[config.mk]
export PLATFORM = sky130hd
export DESIGN_NAME = input_port_buffer
export DESIGN_NICKNAME = d
export VERILOG_FILES = /design/src/rtl/input_port_buffer.sv
export SDC_FILE = /design/constraint.sdc
export NUM_CORES = 1
export LEC_CHECK = 0
export CAP_MARGIN = 20
export CORE_ASPECT_RATIO = 1.5
export CORE_MARGIN = 1
export CORE_UTILIZATION = 55
export CTS_BUF_LIST = sky130_fd_sc_hd__clkbuf_8 sky130_fd_sc_hd__clkbuf_16
export CTS_CLUSTER_SIZE = 10
export DETAILED_ROUTE_END_ITERATION = 10
export PLACE_DENSITY_LB_ADDON = 0.05
export SLEW_MARGIN = 25
export SYNTH_ARGS = -nofsm -noshare
export SYNTH_HDL_FRONTEND = slang
export SYNTH_SLANG_ARGS = --single-unit
[constraint.sdc]
create_clock -name clk -period 5.9 [get_ports clk]
set_input_delay 1.18 -clock clk [delete_from_list [all_inputs] [get_ports clk]]
set_output_delay 1.18 -clock clk [all_outputs]
set_load 0.1 [all_outputs]
[src/rtl/input_port_buffer.sv]
// Router input port: a small circular flit FIFO with a packet FSM that
// latches the route of each header, requests one output port from the
// arbiter while the packet is active, and forwards granted flits on a
// registered output. Flits that cannot belong to a routable packet are
// popped and discarded with a one-cycle drop_err pulse.
//
// Handshake: a flit moves upstream->buffer on any rising edge where
// flit_in_valid && flit_in_ready; flit_in_ready depends only on registered
// occupancy (never on a same-cycle pop), and valid must not depend on ready.
module input_port_buffer #(
  parameter int DEPTH  = 4,
  parameter int FLIT_W = 8
) (
  input  logic                     clk,
  input  logic                     rst,
  input  logic [FLIT_W-1:0]        flit_in,
  input  logic                     flit_in_valid,
  output logic                     flit_in_ready,
  output logic [FLIT_W-1:0]        head_flit,
  input  logic [4:0]               route_onehot,
  output logic [4:0]               req,
  input  logic                     grant,
  output logic [FLIT_W-1:0]        flit_out,
  output logic                     flit_out_valid,
  output logic [$clog2(DEPTH):0]   count,
  output logic                     drop_err,
  output logic                     fsm_state
);

  localparam int PTR_W = $clog2(DEPTH);
  localparam int CNT_W = PTR_W + 1;

  typedef enum logic {
    IDLE   = 1'b0,
    ACTIVE = 1'b1
  } state_t;

  state_t             state_q, state_d;
  logic [FLIT_W-1:0]  mem [DEPTH];
  logic [PTR_W-1:0]   wr_ptr, rd_ptr;
  logic [CNT_W-1:0]   count_q;
  logic [4:0]         route_reg;

  logic               wr_en;
  logic               pop;
  logic               drop;
  logic               fwd;
  logic               latch_route;
  logic               non_empty;
  logic               route_ok;
  logic [1:0]         head_type;

  assign non_empty     = (count_q != '0);
  assign flit_in_ready = (count_q != CNT_W'(DEPTH));
  assign wr_en         = flit_in_valid && flit_in_ready;
  assign head_flit     = non_empty ? mem[rd_ptr] : '0;
  assign head_type     = head_flit[FLIT_W-1 -: 2];
  assign route_ok      = (route_onehot != 5'd0) &&
                         ((route_onehot & (route_onehot - 5'd1)) == 5'd0);
  assign count         = count_q;
  assign fsm_state     = state_q;

  // Flit storage; contents are only observed through head_flit, which is
  // masked to zero when empty, so the array needs no reset.
  always_ff @(posedge clk) begin
    if (wr_en) begin
      mem[wr_ptr] <= flit_in;
    end
  end

  // Pointers and occupancy; a write and a pop in the same cycle leave count unchanged.
  always_ff @(posedge clk or posedge rst) begin
    if (rst) begin
      wr_ptr  <= '0;
      rd_ptr  <= '0;
      count_q <= '0;
    end else begin
      if (wr_en) wr_ptr <= wr_ptr + PTR_W'(1);
      if (pop)   rd_ptr <= rd_ptr + PTR_W'(1);
      count_q <= count_q + CNT_W'(wr_en) - CNT_W'(pop);
    end
  end

  // FSM state register.
  always_ff @(posedge clk or posedge rst) begin
    if (rst) begin
      state_q <= IDLE;
    end else begin
      state_q <= state_d;
    end
  end

  // Next state: a cleanly routed header opens a packet; popping a tail or
  // single-flit header closes it. A type-10 flit mid-packet is just a body.
  always_comb begin
    state_d = state_q;
    case (state_q)
      IDLE: begin
        if (non_empty && head_type[1] && route_ok) state_d = ACTIVE;
      end
      ACTIVE: begin
        if (grant && non_empty && head_type[0]) state_d = IDLE;
      end
      default: state_d = IDLE;
    endcase
  end

  // FSM outputs: route latch, discard pop, forward pop and the arbiter request.
  always_comb begin
    latch_route = 1'b0;
    drop        = 1'b0;
    fwd         = 1'b0;
    req         = 5'd0;
    case (state_q)
      IDLE: begin
        if (non_empty) begin
          if (head_type[1] && route_ok) latch_route = 1'b1;
          else                          drop        = 1'b1;
        end
      end
      ACTIVE: begin
        if (non_empty) begin
          req = route_reg;
          fwd = grant;
        end
      end
      default: ;
    endcase
    pop = drop || fwd;
  end

  // Latched route for the packet currently being forwarded.
  always_ff @(posedge clk or posedge rst) begin
    if (rst) begin
      route_reg <= 5'd0;
    end else if (latch_route) begin
      route_reg <= route_onehot;
    end
  end

  // Registered crossbar output and discard pulse; flit_out holds between pops.
  always_ff @(posedge clk or posedge rst) begin
    if (rst) begin
      flit_out       <= '0;
      flit_out_valid <= 1'b0;
      drop_err       <= 1'b0;
    end else begin
      flit_out_valid <= fwd;
      drop_err       <= drop;
      if (fwd) flit_out <= head_flit;
    end
  end

endmodule

==> impl_metrics.py <==
metrics = {
    "status": {
        "status": "finished, final reports clean",
    },
    "clock_tree": {
        "cts-resized-gates": 0,
        "hold_buffers": 0,
        "cts.htree.levels": 2,
        "root_buffer": "clkbuf_8",
        "cts_buffers": 5,
        "cts_buffer_depth": 2,
        "cts_setup_buffers": 0,
        "cts_tree": "done",
        "clock-sinks": 55,
        "worstSkewPairLatency_ns": 0.30,
        "path_clk_slew_ns": 0.09,
    },
    "cells_and_area": {
        "final_cell_mix": "clkdlybuf4s50_1, edfxtp_1, dfrtp_1",
        "largest_reg_flops": 32,
        "antennaDiodeCount": 0,
        "register_area_um2": 1540,
        "syn_to_final_growth_pct": 24.2,
        "final_nets": 211,
        "drive_gt1_share_pct": 13.8,
        "final_util_pct": 72.3,
        "mostFrequentLayoutCell": "clkdlybuf4s50_1",
        "multi_input_area_um2": 736,
        "fillers": 293,
    },
    "synthesis": {
        "synth_area_per_cell_um2": 16.5,
        "synth.ff_latch_count": 55,
        "synth_cell_types": 30,
        "seq_area_frac_synth_pct": 66.1,
        "yosysWarningCount": 0,
        "syn-cell-area_um2": 2320,
        "synthesis.nets": 165,
        "synthCells": 141,
    },
    "die": {
        "die-width_um": 55.1,
        "die_h_um": 81.6,
        "io_pins": 45,
        "rows": 28,
        "coreArea_um2": 3990,
        "initial_core_util_pct": 58.2,
        "dieArea_um2": 4500,
    },
    "timing": {
        "fmax_ghz": 0.252,
        "post-route-period-util_pct": 67.3,
        "max_slew_margin_pct": 34.2,
        "finalHoldViolCount": 0,
        "finalSetupViolCount": 0,
        "maxSlewViolCount": 0,
        "rsz0062_at_grt": "false",
        "setup_tns_ns": 0,
        "finalHoldWorstSlack_ns": 0.493,
        "fin_worst_skew_ns": 0.00652,
        "max_slew.worst_pin.slew_ns": 0.984,
        "setup_ws_ns": 1.93,
        "period_needed_ns": 3.97,
    },
    "routing": {
        "via_count": 1294,
        "drc": 0,
        "detail_route.wl_per_cell_um": 17.2,
        "viasPerCell": 5.55,
        "ant_nets": 0,
        "drt_iter0_drc": 21,
        "first_pass_iters": 4,
        "routed_wl_mm": 4.01,
    },
    "global_routing": {
        "grt_pass1_wl_mm": 6.23,
        "grt_pass1_vias": 1354,
        "grt_usage_pct": 20.6,
        "antenna_found_initial": 0,
        "grt_util_met1_pct": 22.3,
        "grt_busiest_layer": "met2",
        "grtUsageMet2_pct": 37.8,
        "grt_max_degree": 24,
        "grtUsageMet3_pct": 4.07,
        "grt-ovfl-total": 0,
    },
    "setup_path": {
        "worstPathCellList": "mux4_2 > and2_1 > clkdlybuf4s50_1",
        "crit_path_max_fanout": 10,
        "criticalPathCategory": "reg -> out",
        "max_stage_delay_ns": 0.96,
        "start_kind": "register",
        "required_ns": 4.72,
        "crit_arrival_ns": 2.79,
        "critPathCaptureType": "primary output",
        "cp_slowest_cell": "clkdlybuf4s50_1",
    },
    "run": {
        "drv_cap": 0,
    },
    "placement": {
        "dp_hpwl_mm": 3.06,
        "port_buffers": 44,
        "place_congestion": 0.699,
        "post-place-ws_ns": 1.80,
    },
    "hold_path": {
        "holdCritPathClass": "reg -> reg",
    },
}
layout make-up:
| cell class | count | area share, % |
|---|---|---|
| Clock buffer | 5 | 2.38 |
| Clock inverter | 3 | 0.693 |
| Inverter | 8 | 1.04 |
| Multi-Input combinational cell | 73 | 25.5 |
| Sequential cell | 55 | 53.2 |
| Tap cell | 45 | 1.95 |
| Timing Repair Buffer | 44 | 15.3 |
critical path, delay by kind of cell (launching register included):
kind	cells	cell delay (ns)
flip-flops	1	0.72
buffers and inverters	1	0.96
AND/OR/NAND/NOR	1	0.19
multiplexers	1	0.61
cells in the mapped netlist:
cell       count  area share (%)
edfxtp_1      32              41
dfrtp_1       23              25
and2_1         9             2.4
and3_1         9             2.4
inv_1          8             1.3
mux2_2         8             3.9
mux4_2         8             7.8
ha_1           6             3.2
mux2_1         5             2.4
xnor2_1        5             1.9
clkbuf_1       4            0.65
nand2_1        3            0.48
nand2b_1       3            0.81
or3_1          2            0.54
a2111oi_1      1            0.43
a21o_2         1            0.38
buf_4          1            0.32
fa_1           1            0.86
nand3_1        1            0.22
nor2_1         1            0.16
nor3_1         1            0.22
nor3_4         1            0.70
nor3b_1        1            0.32
o2111ai_1      1            0.38
o211a_1        1            0.43
o21ai_0        1            0.22
o21ai_2        1            0.38
o32ai_1        1            0.38
or3b_1         1            0.38
xor2_1         1            0.38
per-layer routing:
metal | share of wire (%) | vias up
met3 | 3.0 | 6
li1 | - | 610
met5 | 0 | -
met4 | 1.3 | 0
met2 | 55 | 31
met1 | 40 | 647
cell families (layout without fill, tap and decap cells):
kind of cell | after synthesis | in the layout | share of synthesized area (%)
flip-flops | 55 | 55 | 66.1
adder cells (fa/ha/maj) | 7 | 7 | 4.09
buffers and inverters | 13 | 60 | 2.26
AO/OA/AOI/OAI | 7 | 7 | 2.58
multiplexers | 21 | 21 | 14.0
XOR/XNOR | 6 | 6 | 2.26
AND/OR/NAND/NOR | 32 | 32 | 8.66
stage by stage:
step,instance area (µm²),cells
after CTS,2890,233
final,2890,233
after global routing,2890,233
after detailed placement,2800,225
after global placement,2800,225
after floorplan,2320,141
final timing paths:
path	slack, ns	from	cells past startpoint	to
worst min register to register	0.49	route_reg[0]	1	route_reg[0]
worst min-delay path	0.49	route_reg[0]	1	route_reg[0]
worst max-delay path	1.93	rd_ptr[0]	3	head_flit[6]
min in group asynchronous	1.23	rst	2	flit_out[1]
max in group asynchronous	4.28	rst	2	wr_ptr[1]
worst max register to register	2.97	rd_ptr[0]	10	count[2]
Power is not shown: default switching activity piles up to over one toggle a cycle in this logic, so the estimate is an artifact.
==> edit (same settings) <==
Remove the register `drop_err`: a continuous assignment takes its place, so the output `drop_err` follows one clock earlier. Comments in the files are not updated.
--- a/src/rtl/input_port_buffer.sv
+++ b/src/rtl/input_port_buffer.sv
@@ -145,6 +145,4 @@
       flit_out_valid <= 1'b0;
-      drop_err       <= 1'b0;
     end else begin
       flit_out_valid <= fwd;
-      drop_err       <= drop;
       if (fwd) flit_out <= head_flit;
@@ -153,2 +151,4 @@
 
+  assign drop_err = drop;
+
 endmodule
Behaviour: not the same (a bounded check fails within 4 cycles, from zero or initial values and one cycle with rst high).
==> edit against the original RTL <==
  * Via count is 1.2% lower
  * Highest routed layer unchanged
  * Routed wire length is 3.5% lower
  * Area after synthesis is 1.1% lower
  * Critical path type is now in -> out
  * Synthesized cell count is 0.71% lower
  * Design area is 0.17% lower
  * Setup slack worse by 0.094 ns
  * Sequential cell count is 1 lower
  * First-iteration DRC count is 4.8% higher
  * Core utilization is 0.51 points higher
  * Cell count is 0.43% lower
  * Largest cell class unchanged
  * Register-to-register slack hardly changed
Power is left out: the tool's default activity adds up to more than one toggle a clock period on the data nets, which glitch-free logic cannot reach.
==> edit: results (changes against the original RTL) <==
- 1st-iter DRT viols: 22 (was 21)
- Crit Path Max Fanout: 4 (was 10)
- Layout cells sized above 1: 14.44% (was 13.83%)
- Top post-synthesis cells by area: edfxtp_1 (42%), dfrtp_1 (24%), mux4_2 (7.8%) (was edfxtp_1 (41%), dfrtp_1 (25%), mux4_2 (7.8%))
- Worst Hold Path EP: route_reg[1] (was route_reg[0])
- CP endpoint: drop_err (was head_flit[6])
- GRT met3 Usage: 3.933% (was 4.074%)
- Synth cell count leaders: edfxtp_1 (32), dfrtp_1 (22), and2_1 (9), and3_1 (9) (was edfxtp_1 (32), dfrtp_1 (23), and2_1 (9), and3_1 (9))
- Layout Skew: 0.01174 ns (was 0.006518 ns)
- Placer Congestion: 0.7170 (was 0.6985)
- Syn_nets: 164 (was 165)
- GR Util met2: 36.02% (was 37.83%)
- Clk cell area share: 3.863% (was 3.076%)
- Reg area: 0.001511 mm^2 (was 0.001536 mm^2)
- Post-Route WL: 3867 um (was 4006 um)
- Met3 wire length: 148 um (was 121 um)
- Status: complete, no violations (unchanged)
- Ys async rst share: 40.74% (was 41.82%)
- FF+latch count: 54 (was 55)
- Max Used Layer: met4 (unchanged)
- Metal1 wirelength: 1504 um (was 1607 um)
- Fraction of area in multi-input gates: 25.52% (was 25.48%)
- Routed via count: 1279 (was 1294)
- Number of distinct library cells after synthesis: 30 (unchanged)
- Met2 WL post-DR: 2146 um (was 2223 um)
- Global-route wire length before repair: 6265 um (was 6230 um)
- Layout non-clock buf frac: 15.19% (was 15.25%)
- Worst setup startpoint: route_onehot[2] (was rd_ptr[0])
- Nets: 210 (was 211)
- Worst hold start: route_reg[1] (was route_reg[0])
- Met1 usage: 24.38% (was 22.29%)
- Post-synthesis sequential area ratio: 65.72% (was 66.09%)
- Critical Path AT: 2.88 ns (was 2.79 ns)
- HPWL after DPL: 2979 um (was 3057 um)
- Post-synth EDFFs: 32 (unchanged)
- Fill cells: 270 (was 293)
- Least-Margin Pin Slew: 0.9932 ns (was 0.9837 ns)
==> edit: cell types whose count changed after synthesis, sizes merged <==
| cell | change |
|---|---|
| dfrtp | -1 |
==> edit: logic make-up after synthesis <==
logic type,synth area share [%]
simple gates,8.759
compound gates,2.612
flops,65.72
xor+xnor,2.285
mux,14.20
fa+ha+maj,4.135
buf+inv,2.285
==> edit: worst max-delay path: stages <==
cell,delay [ns]
clkdlybuf4s50_1,0.51
or3b_1,0.35
o32ai_1,0.29
o21ai_2,0.14
nor3b_1,0.16
buf_4,0.25
==> edit: metrics by stage <==
step | cells | utilization, % | instance area, um^2 | hold slack (ns) | setup WS (ns)
after floorplan | 140 | - | 2300 | 0.4490 | 0.8546
after global placement | 224 | 70.01 | 2771 | 0.4688 | 1.869
after detailed placement | 224 | 70.01 | 2771 | 0.4690 | 1.836
after CTS | 232 | 72.82 | 2883 | 0.4897 | 1.829
after global routing | 232 | 72.82 | 2883 | 0.5193 | 1.750
final | 232 | 72.82 | 2883 | 0.4896 | 1.836
